[config.mk]
export PLATFORM = sky130hd
export DESIGN_NAME = pwm_peripheral
export DESIGN_NICKNAME = d
export VERILOG_FILES = /design/src/rtl/pwm_peripheral.sv
export SDC_FILE = /design/constraint.sdc
export NUM_CORES = 1
export LEC_CHECK = 0
export CAP_MARGIN = 40
export CORE_MARGIN = 5
export CORE_UTILIZATION = 25
export CTS_CLUSTER_DIAMETER = 150
export DETAILED_ROUTE_END_ITERATION = 6
export SLEW_MARGIN = 20
export SYNTH_ARGS = -nofsm -noshare
export SYNTH_HDL_FRONTEND = slang
export SYNTH_SLANG_ARGS = --single-unit
[constraint.sdc]
create_clock -name clk -period 2.5 [get_ports clk]
set_input_delay 0.25 -clock clk [delete_from_list [all_inputs] [get_ports clk]]
set_output_delay 0.25 -clock clk [all_outputs]
set_load 0.01 [all_outputs]
[src/rtl/pwm_peripheral.sv]
// rtl/pwm_peripheral.sv - 16-output PWM generator with prescaler and period-aligned duty update
module pwm_peripheral #(
  parameter int unsigned CLK_DIV = 13
) (
  input  logic        clk,
  input  logic        rst_n,
  input  logic [7:0]  en_out_7_0,
  input  logic [7:0]  en_out_15_8,
  input  logic [7:0]  en_pwm_7_0,
  input  logic [7:0]  en_pwm_15_8,
  input  logic [7:0]  pwm_duty_cycle,
  output logic [15:0] out,
  output logic        period_start
);

  localparam logic [15:0] DIV_LAST = 16'(CLK_DIV - 1);

  logic [15:0] prescaler_q, prescaler_d;
  logic [7:0]  pwm_cnt_q, pwm_cnt_d;
  logic [7:0]  duty_shadow_q, duty_shadow_d;
  logic [15:0] out_q, out_d;
  logic        period_start_q, period_start_d;

  logic        tick;
  logic        wrap;
  logic        pwm_level;
  logic [15:0] en_out;
  logic [15:0] en_pwm;

  assign en_out = {en_out_15_8, en_out_7_0};
  assign en_pwm = {en_pwm_15_8, en_pwm_7_0};

  always_comb begin
    tick           = (prescaler_q == DIV_LAST);
    wrap           = tick && (pwm_cnt_q == 8'hFF);
    prescaler_d    = tick ? 16'd0 : prescaler_q + 16'd1;
    pwm_cnt_d      = tick ? pwm_cnt_q + 8'd1 : pwm_cnt_q;
    // Duty is only sampled at the period boundary so a period never glitches.
    duty_shadow_d  = wrap ? pwm_duty_cycle : duty_shadow_q;
    period_start_d = wrap;
  end

  always_comb begin
    pwm_level = (duty_shadow_q == 8'hFF) ? 1'b1 : (pwm_cnt_q < duty_shadow_q);
    // Enable dominates; PWM mode only matters for enabled bits.
    out_d     = en_out & (~en_pwm | {16{pwm_level}});
  end

  always_ff @(posedge clk or negedge rst_n) begin
    if (!rst_n) begin
      prescaler_q    <= '0;
      pwm_cnt_q      <= '0;
      duty_shadow_q  <= '0;
      out_q          <= '0;
      period_start_q <= 1'b0;
    end else begin
      prescaler_q    <= prescaler_d;
      pwm_cnt_q      <= pwm_cnt_d;
      duty_shadow_q  <= duty_shadow_d;
      out_q          <= out_d;
      period_start_q <= period_start_d;
    end
  end

  assign out          = out_q;
  assign period_start = period_start_q;

endmodule

# == After elaboration in Yosys (flattened, before gate mapping) ==
# Index checks and enable logic that the tools add are counted.
# classes
addsub,2
n_lt_le_gt_ge,1
eq_ne,3
n_mux,2
bitwise,3
reduce_logical,1
# op_table
cell,count
$add A16 B1 Y16 const B,1
$and A16 B16 Y16,1
$eq A16 B4 Y1 const B,1
$eq A8 B8 Y1 const B,2
$mux W16,1
$not A16 Y16,1
$or A16 B16 Y16,1
$add A8 B1 Y8 const B,1
$lt A8 B8 Y1,1
$logic_and A1 B1 Y1,1
$mux W1,1
# word_totals
regBits,49
input_bits,42
out_inout_bits,17
elab_cells,17

# == Depth between registers and ports, before layout ==
# depth
ltp_word,4
mapped_depth,7

# == Least setup slack after synthesis ==
# No wires, ideal clock.
# synth_timing
path_kind,register to register
start,reg pwm_cnt_q[2]
end,"reg out_q[10], in the netlist out[10]"
setup_ps,135
arrival_time_ps,1690
required_time_ps,2365
slack_ps,675
stages_incl_launch_ff,7
synth_period_minus_slack_ps,1825
path_cell_list,dfrtp_1 ha_1 o21a_1 o22ai_1 o32ai_1 clkbuf_1 a21boi_0
# synth_via
elab_chain_len,4
# synth_lines
item,line,source
from (decl),19,"logic [7:0] pwm_cnt_q, pwm_cnt_d;"
from (signal assigned),58,pwm_cnt_q <= pwm_cnt_d;
$lt A8 B8 Y1,44,pwm_level = (duty_shadow_q == 8'hFF) ? 1'b1 : (pwm_cnt_q < duty_shadow_q);
$mux W1,44,
$or A16 B16 Y16,46,out_d = en_out & (~en_pwm | {16{pwm_level}});
$and A16 B16 Y16,46,
net out_d[10],21,"logic [15:0] out_q, out_d;"
to (signal assigned),60,out_q <= out_d;
to (decl),21,
# The timed path passes the listed nets, and every way through them passes these cells.
# A chain may end at the register's enable or synchronous reset.

# == Final worst setup path ==
# layout_timing
start,reg prescaler_q[0]
end,reg duty_shadow_q[6]
# layout_via
elab_chain_len,2
# layout_lines
item,line,source
from (decl),18,"logic [15:0] prescaler_q, prescaler_d;"
from (signal assigned),57,prescaler_q <= prescaler_d;
$eq A16 B4 Y1,34,tick = (prescaler_q == DIV_LAST);
$logic_and A1 B1 Y1,35,wrap = tick && (pwm_cnt_q == 8'hFF);
to (signal assigned),59,duty_shadow_q <= duty_shadow_d;
to (decl),20,"logic [7:0] duty_shadow_q, duty_shadow_d;"
# No other way between the ends.

==> metrics <==
status finished, final reports clean; top cell family by delay on the critical path simple AND/OR/NAND/NOR gates; Yosys top cell area share 0.559; I/O Pins 59; synth cell count leaders dfrtp_1 (49), a21boi_0 (16), nand2_1 (15), inv_1 (12); Crit-path slowest cell and4_1; Syn Area/Cell about 12 sq um; element type at the critical path end flip-flop; FF/Latch Area 0.00123 sq mm; flop2flop setup slack 0.48 ns; pwr dens 496 mW/mm^2; Seq/Total Area, Yosys 0.559; Data arrival, critical path 2.20 ns; critical path class reg -> reg; initial core utilization 0.254; Synth Area in Simple Gates 0.155; DIE WIDTH 104 um; setup violators final 0; post-DR wirelength/cell 11.8 um; register bit total from synthesis 49; Inst Count DP between 300 and 400; vias in the first global route 1,654; CP Buf/Inv Count 1; clk_lat worst skew 0.29 ns; EDFF count, synth 0; YS warnings 0; R2R Path Start prescaler_q[0]; GRT Total Usage 0.0821; post-route setup TNS 0 ns; gr ovfl total 0; DRT antenna net count 0; # port buffers 58; row cnt 34; multiplexer area fraction after synthesis 0.0411; fin area 0.00303 sq mm; core area 0.00864 sq mm; DR pass1 iterations 4; H-tree levels 2; XOR/XNOR share of the synthesized area 0.0839; Post-CTS Resized 0; largest family of logic cells by synthesized area simple AND/OR/NAND/NOR gates; overall power 1.50 mW; Mapped Area 0.00219 sq mm; CP max stage delay around 0.46 ns; footprint of the multi-input gates around 910 sq um; area delta synth->final 37.9%; Clock Path Buffers 2; DR DRC count 0; sequence of cells on the critical path inv_1 > ha_1 > nor4b_2 > and4_1 > nand4_4 > mux2_2; FF-to-FF End duty_shadow_q[6]; Antenna Cells 0; Leakage 1.33 nW; critical path peak fanout 8; DP Area 0.00291 sq mm; Async S/R FF share, synth 1.00; r2r worst-path depth 6; Post-Route WL ~4200 um; WP data required ~2.7 ns; most common cell in the netlist dfrtp_1; initial antenna violation count 0; unrepaired setup endpoints after global routing false; die height 104 um; nets@finish 302; Synth cell types 29; Mapped Nets 235; Post-Syn Instances around 180; via count 1,548; die area 0.0107 sq mm; final cell count without fillers 358; largest net degree at the start of global routing 26; clk slew on worst S/H paths 0.09 ns; Compound-Gate Fraction of Synth Area 0.0770; Final min period between 2 and 2.5 ns; Slew headroom 0.712; top_reg_cell synth dfrtp_1; Worst Setup Start Kind flip-flop; max-slew violations 0; final critical-path share of the clock period 0.807; clock tree from TritonCTS built; max frequency roughly 0.5 GHz; cell taking the most area after synthesis dfrtp_1; Vias/cell 4.32; max cap viols 0; Worst Clk Skew 0.00366 ns; TritonCTS Buffers 5; Post-Synth Adder-Cell Area 0.0570; Hold WC Path Type in -> async; Detailed Place HPWL 3340 um; Initial DRC Count 54; FILL cells between 800 and 900; CTS sink cnt 49; root buf cell clkbuf_8; layout cell share with drive strength beyond 1 0.0960; GPL Wtd Cong between 0.7 and 0.8; global-route wire length before repair 7520 um; Worst-Margin Slew 0.421 ns; largest cells by area after synthesis dfrtp_1 (56%), ha_1 (5.7%), a21boi_0 (5.5%); Worst VDD drop 314 uV; Hold Fails Final Rpt 0
[layout make-up]
class,instances,area share
Timing Repair Buffer,62,0.201
Multi-Input combinational cell,120,0.300
Sequential cell,49,0.405
Clock inverter,2,0.0116
Tap cell,108,0.0447
Clock buffer,5,0.0227
Inverter,12,0.0149
[metal layers]
layer / track usage / up-vias / share of wire
met4: 0.0250 / 0 / 0.015
met2: 0.135 / 39 / 0.49
met5: 0 / - / 0
li1: - / 762 / -
met1: 0.101 / 741 / 0.44
met3: 0.0286 / 6 / 0.059
[through the flow]
step	util	hold WS, ns	worst slack (ns)
2_1_floorplan	-	-0.0456	0.675
3_3_place_gp	0.337	0.0634	0.543
3_5_place_dp	0.337	0.0642	0.490
4_1_cts	0.350	0.277	0.473
5_1_grt	0.350	0.294	0.264
6_report	0.350	0.280	0.481
[flip-flops by register name (all words and copies together) (netlist names)]
signal         cells
out               16
duty_shadow_q      8
prescaler_q       16
pwm_cnt_q          8
period_start       1
[kinds of logic after synthesis]
logic type / count (synthesis)
compound gates: 23
simple gates: 58
flops: 49
xor+xnor: 21
mux: 8
fa+ha+maj: 10
buf+inv: 14
[how the worst max path moves through the flow]
stage	slack (ns)	to	cells after the start	from
3_5_place_dp	0.49	duty_shadow_q[6]	6	prescaler_q[0]
2_1_floorplan	0.68	out[10]	6	pwm_cnt_q[2]
3_3_place_gp	0.54	duty_shadow_q[0]	6	prescaler_q[0]
4_1_cts	0.47	duty_shadow_q[6]	6	prescaler_q[0]
6_report	0.48	duty_shadow_q[6]	6	prescaler_q[0]
5_1_grt	0.26	duty_shadow_q[6]	6	prescaler_q[0]
[cell usage in the layout (no fill, tap or decap), types with 5 or more instances in the layout]
master / instances
nand2_1: 15
ha_1: 10
inv_1: 12
a21boi_0: 16
nand4_1: 6
mux2_2: 8
dfrtp_1: 49
xnor2_1: 11
clkdlybuf4s50_1: 57
nor2_1: 11
clkbuf_8: 5
nand3_1: 8
xor2_1: 10
[report_power, final]
group,total [mW],internal (mW),switching (mW)
logic,0.141,0.0951,0.0460
clock network,0.540,0.291,0.249
registers,0.820,0.812,0.00850
[repair_timing]
action | 4_1_cts | 5_1_grt
buffers inserted | 0 | 0
endpoints found under the hold margin | 3 | 0
hold buffers | 1 | 0
Note: power is estimated with default switching activity, not from simulation.
